<file path="src/rtl/id_ex_hazard_stage.sv">
// id_ex_hazard_stage
//   ID/EX pipeline register with load-use hazard detection. Holds the EX-stage
//   operand set (operands, source/destination indices, extend selector and
//   control) consumed by the ALU forwarding unit. When a decoded source depends
//   on a load still in EX, decode is stalled and LOAD_LAT bubbles are inserted.
//
// Parameters
//   LOAD_LAT      bubbles inserted per load-use hazard (1..7)
//
// Ports
//   clk, rst_n    clock; synchronous active-low reset
//   id_*          decoded instruction fields from the ID stage
//   flush         branch flush of the ID/EX slot (highest priority after reset)
//   ex_hold       downstream freeze; all state holds
//   stall_id      hold PC and IF/ID this cycle (combinational)
//   r2res3, r3res3, r2_2, r3_2, extnd_sel1, dest_r_3,
//   wr_en_3, is_load_3, valid_3   registered EX-stage operand set
//   stall_count   (HAZARD_STATS_EN only) saturating count of hazard bubbles
//
// Build option
//   HAZARD_STATS_EN  adds the stall_count output and its counter.
module id_ex_hazard_stage #(
  parameter int unsigned LOAD_LAT = 1
) (
  input  logic        clk,
  input  logic        rst_n,
  input  logic        id_valid,
  input  logic [31:0] id_r2_data,
  input  logic [31:0] id_r3_data,
  input  logic [3:0]  id_r2_idx,
  input  logic [3:0]  id_r3_idx,
  input  logic [3:0]  id_dest_idx,
  input  logic [1:0]  id_extnd_sel,
  input  logic        id_wr_en,
  input  logic        id_is_load,
  input  logic        flush,
  input  logic        ex_hold,
`ifdef HAZARD_STATS_EN
  output logic [31:0] stall_count,
`endif
  output logic        stall_id,
  output logic [31:0] r2res3,
  output logic [31:0] r3res3,
  output logic [3:0]  r2_2,
  output logic [3:0]  r3_2,
  output logic [1:0]  extnd_sel1,
  output logic [3:0]  dest_r_3,
  output logic        wr_en_3,
  output logic        is_load_3,
  output logic        valid_3
);

  typedef enum logic {RUN, STALL} state_t;

  state_t     r_state;
  state_t     w_state_nxt;
  logic [2:0] r_cnt;
  logic [2:0] w_cnt_nxt;
  logic       w_hazard;
  logic       w_bubble;
  logic       w_capture;
  logic       w_stat_inc;

  // Index 0 is compared like any other; a bubble carries dest 0 but also
  // valid_3=0, so it can never raise a hazard by itself.
  assign w_hazard = id_valid & valid_3 & is_load_3 & wr_en_3 & ~id_extnd_sel[1] &
                    ((id_r2_idx == dest_r_3) | (id_r3_idx == dest_r_3));

  always_ff @(posedge clk) begin
    if (!rst_n) begin
      r_state <= RUN;
      r_cnt   <= '0;
    end else begin
      r_state <= w_state_nxt;
      r_cnt   <= w_cnt_nxt;
    end
  end

  always_comb begin
    w_state_nxt = r_state;
    w_cnt_nxt   = r_cnt;
    w_bubble    = 1'b0;
    w_capture   = 1'b0;
    w_stat_inc  = 1'b0;
    if (flush) begin
      w_bubble    = 1'b1;
      w_state_nxt = RUN;
      w_cnt_nxt   = '0;
    end else if (ex_hold) begin
      // everything holds
    end else if (r_state == RUN) begin
      if (w_hazard) begin
        w_bubble   = 1'b1;
        w_stat_inc = 1'b1;
        if (LOAD_LAT > 1) begin
          w_state_nxt = STALL;
          w_cnt_nxt   = 3'(LOAD_LAT - 1);
        end
      end else begin
        w_capture = 1'b1;
      end
    end else begin
      w_bubble   = 1'b1;
      w_stat_inc = 1'b1;
      w_cnt_nxt  = r_cnt - 3'd1;
      if (r_cnt == 3'd1) begin
        w_state_nxt = RUN;
      end
    end
  end

  assign stall_id = ~flush & (ex_hold | (r_state == STALL) | ((r_state == RUN) & w_hazard));

  always_ff @(posedge clk) begin
    if (!rst_n || w_bubble) begin
      r2res3     <= '0;
      r3res3     <= '0;
      r2_2       <= '0;
      r3_2       <= '0;
      extnd_sel1 <= '0;
      dest_r_3   <= '0;
      wr_en_3    <= 1'b0;
      is_load_3  <= 1'b0;
      valid_3    <= 1'b0;
    end else if (w_capture) begin
      r2res3     <= id_r2_data;
      r3res3     <= id_r3_data;
      r2_2       <= id_r2_idx;
      r3_2       <= id_r3_idx;
      extnd_sel1 <= id_extnd_sel;
      dest_r_3   <= id_dest_idx;
      wr_en_3    <= id_wr_en;
      is_load_3  <= id_is_load;
      valid_3    <= id_valid;
    end
  end

`ifdef HAZARD_STATS_EN
  always_ff @(posedge clk) begin
    if (!rst_n) begin
      stall_count <= '0;
    end else if (w_stat_inc && (stall_count != '1)) begin
      stall_count <= stall_count + 32'd1;
    end
  end
`endif

endmodule

</file>
<file path="config.mk">
export PLATFORM = sky130hd
export DESIGN_NAME = id_ex_hazard_stage
export DESIGN_NICKNAME = d
export VERILOG_FILES = /design/src/rtl/id_ex_hazard_stage.sv
export SDC_FILE = /design/constraint.sdc
export NUM_CORES = 1
export LEC_CHECK = 0
export BUFFER_PORTS_ARGS = -buffer_cell sky130_fd_sc_hd__buf_4
export CAP_MARGIN = 20
export CELL_PAD_IN_SITES_DETAIL_PLACEMENT = 2
export CELL_PAD_IN_SITES_GLOBAL_PLACEMENT = 2
export CORE_ASPECT_RATIO = 0.6
export CORE_MARGIN = 10
export CORE_UTILIZATION = 24
export CTS_BUF_LIST = sky130_fd_sc_hd__clkbuf_8
export DETAILED_ROUTE_END_ITERATION = 8
export PLACE_DENSITY = 0.81
export REMOVE_ABC_BUFFERS = 1
export SKIP_LAST_GASP = 1
export SYNTH_ARGS = -nofsm -noshare
export SYNTH_HDL_FRONTEND = slang
export SYNTH_SLANG_ARGS = --single-unit
</file>
<file path="constraint.sdc">
create_clock -name clk -period 2 [get_ports clk]
set_clock_uncertainty 0.2 [all_clocks]
set_input_delay 0.1 -clock clk [delete_from_list [all_inputs] [get_ports clk]]
set_output_delay 0.1 -clock clk [all_outputs]
set_load 0.005 [all_outputs]
</file>
==> results.toml <==
[synthesis]
yosys_register_bits = 85
yosysWarnings = 0
syn_area_sq_um = 3080
yosysUniqueCellTypes = 21
ys_seq_area_share_pct = 55.3
avgSynthCellArea_sq_um = 7.97
synthCells = 386

[power]
p_leak_nw = 2.42
ir_drop_v = 0.000313
power_mw = 3.48
p_per_area_nw_per_um2 = 609

[run]
cap_violations = 0

[worst_setup_path]
crit_type = "reg -> out"
worstPathArrival_ns = 1.74
cp_max_fo = 4
critical-path-max-stage-delay_ns = 0.38
worstPathCellList = "xnor2_2 > nand4_1 > a211oi_4 > buf_12 > o31a_1 > buf_4"
critical_path.top_delay_family = "compound AO/OA/AOI/OAI gates"
cp-end-kind = "primary output"
critPathLaunchType = "register"
worst-path-buf-inv = 2
slowest_stage = "dfxtp_4"
worstPathRequired_ns = 1.70

[clocking]
clock_latency_ns = 0.37
numCtsBuffers = 9
path_clk_slew_ns = 0.09
cts.sinks = 85
root_buffer = "clkbuf_8"
cts_tree = "yes"
clockBufferDepth = 2
htreeDepth = 3

[drt]
ant_nets = 0
avgRoutedWirePerCell_microns = 20.0
dr.pass1.iters = 4
dr.first_iter.drc_count = 101
drt_wl_total_microns = 16100
vias = 3631
drt-vias-per-instance = 4.51
post-route-drc-count = 0

[grt]
antenna_found_initial = 1
grt_max_degree = 68
track_usage_pct = 17.4
grt_overflow = 0
grt_pass1_vias = 4254
grt_pass1_wl_microns = 24800

[finish]
final_cell_mix = "buf_4, nand2_1, dlygate4sd3_1"
instances_no_fill = 805
drive_gt1_share_pct = 32.1
final_net_count = 721
layout_commonest_cell = "buf_4"
syn2layout_area_growth_pct = 85.7

[hold_path]
min_path_type = "in -> reg"

[place]
place_inst = 700
gp_congestion = 0.741
pre_cts_slack_ns = 0.0362
dpl.hpwl_microns = 10300
portBuffers = 166

[timing]
final-setup-viol-count = 3
fin_crit_sh_pct = 102
finalHoldViolCount = 0
fmax_ghz = 0.490
rsz0062_at_grt = "yes"
worstMarginPinSlew_ns = 0.425
timing.final.ws_setup_ns = -0.0418
maxSlewHeadroom_pct = 71.7
fin_crit_ns = 2.04
maxSlewViolCount = 0

[die]
io_pins = 167
die_y_microns = 108
core.rowCount = 31
start_util_pct = 25.0
core-area_sq_um = 12300
die_w_microns = 166
die-area_sq_um = 17900

[outcome]
status = "complete, but fails checks"
violations = "setup timing"
==> final timing paths <==
path                                                end  cells past startpoint                      from  slack (ns)
worst max-delay path                           stall_id                      6  dest_r_3[3]$_SDFFE_PP0P_       -0.04
worst min-delay path              r_cnt[2]$_SDFFE_PP0P_                      3                     rst_n        0.04
worst max register to register  r2res3[15]$_SDFFE_PP0P_                      7  dest_r_3[3]$_SDFFE_PP0P_           0
worst min register to register     r2_2[0]$_SDFFE_PP0P_                      2      r2_2[0]$_SDFFE_PP0P_        0.25
==> cells in the mapped netlist <==
cell type | instances | area, sq um
nor3_2 | 1 | 10.0
xnor2_1 | 9 | 78.8
nand2_1 | 161 | 604
dfxtp_1 | 85 | 1700
a211oi_1 | 2 | 15.0
buf_2 | 13 | 65.1
o31a_1 | 1 | 8.76
nand4_1 | 3 | 18.8
a21oi_1 | 1 | 5.00
nor2_1 | 6 | 22.5
clkbuf_1 | 4 | 15.0
nor2b_1 | 1 | 6.26
nand2b_1 | 1 | 6.26
o21ai_1 | 20 | 100
ha_1 | 2 | 25.0
a211oi_4 | 1 | 20.0
and3_1 | 1 | 6.26
clkbuf_2 | 8 | 40.0
xor2_1 | 1 | 8.76
o21ai_0 | 60 | 300
inv_1 | 5 | 18.8
==> metal layers <==
metal	wire (microns)	vias to the layer above	track usage, %
li1	-	1733	-
met4	191	0	4.47
met3	1580	18	8.17
met1	6800	1749	19.2
met5	0	-	0
met2	7570	131	30.0
==> through the flow <==
stage	area (sq um)	utilization (%)	setup TNS, ns	hold slack, ns
after floorplan	2960	-	-100.26	0.0326
after detailed placement	4560	37.1	0	0.155
after global routing	5710	46.4	-2.97	0.0705
after global placement	4560	37.1	0	0.142
after CTS	5650	46.0	-0.183	0.0309
final	5710	46.5	-0.0460	0.0374
==> cells by family (layout without fill, tap and decap cells) <==
group	after synthesis	after routing	share of synthesized area, %
and+or+nand+nor	174	174	21.9
AOI/OAI and AO/OA	85	85	14.6
DFF	85	85	55.3
buffers and inverters	30	282	4.51
xor gates and xnor gates	10	10	2.85
adders and majority gates	2	2	0.813
other	0	2	0
==> cell type report <==
| type | instances | area [sq um] |
|---|---|---|
| antenna | 2 | 5.00 |
| fill | 1306 | 6580 |
| clock buffer | 9 | 124 |
| sequential | 85 | 1710 |
| timing repair buffer | 262 | 2310 |
| tap | 165 | 206 |
| clock inverter | 6 | 56.3 |
| inverter | 5 | 18.8 |
| multi-input combinational | 271 | 1280 |
==> repair_timing <==
item / 4_1_cts / 5_1_grt
hold endpoints to repair: 84 / 0
endpoints found under the setup margin: 1 / 61
gates cloned: 1 / 2
pin swaps: 5 / 3
setup buffers: 3 / 0
resized for setup: 10 / 2
hold buffers: 82 / 0
==> tightest hold or removal path: stages <==
cell      delay (ns)
buf_4           0.08
nand2b_1        0.23
nor2_1          0.16
==> power by group <==
part / switching, mW / internal [mW]
Clock: 0.623 / 0.559
Combinational: 0.195 / 0.320
Sequential: 0.0383 / 1.74
Total: 0.856 / 2.62
==> registers in the layout, indices dropped and copies added (netlist names), 2 cells and up <==
register    cells
dest_r_3        4
r3_2            4
r3res3         32
extnd_sel1      2
r2res3         32
r_cnt           3
r2_2            4
(Power assumes the default switching activity.)
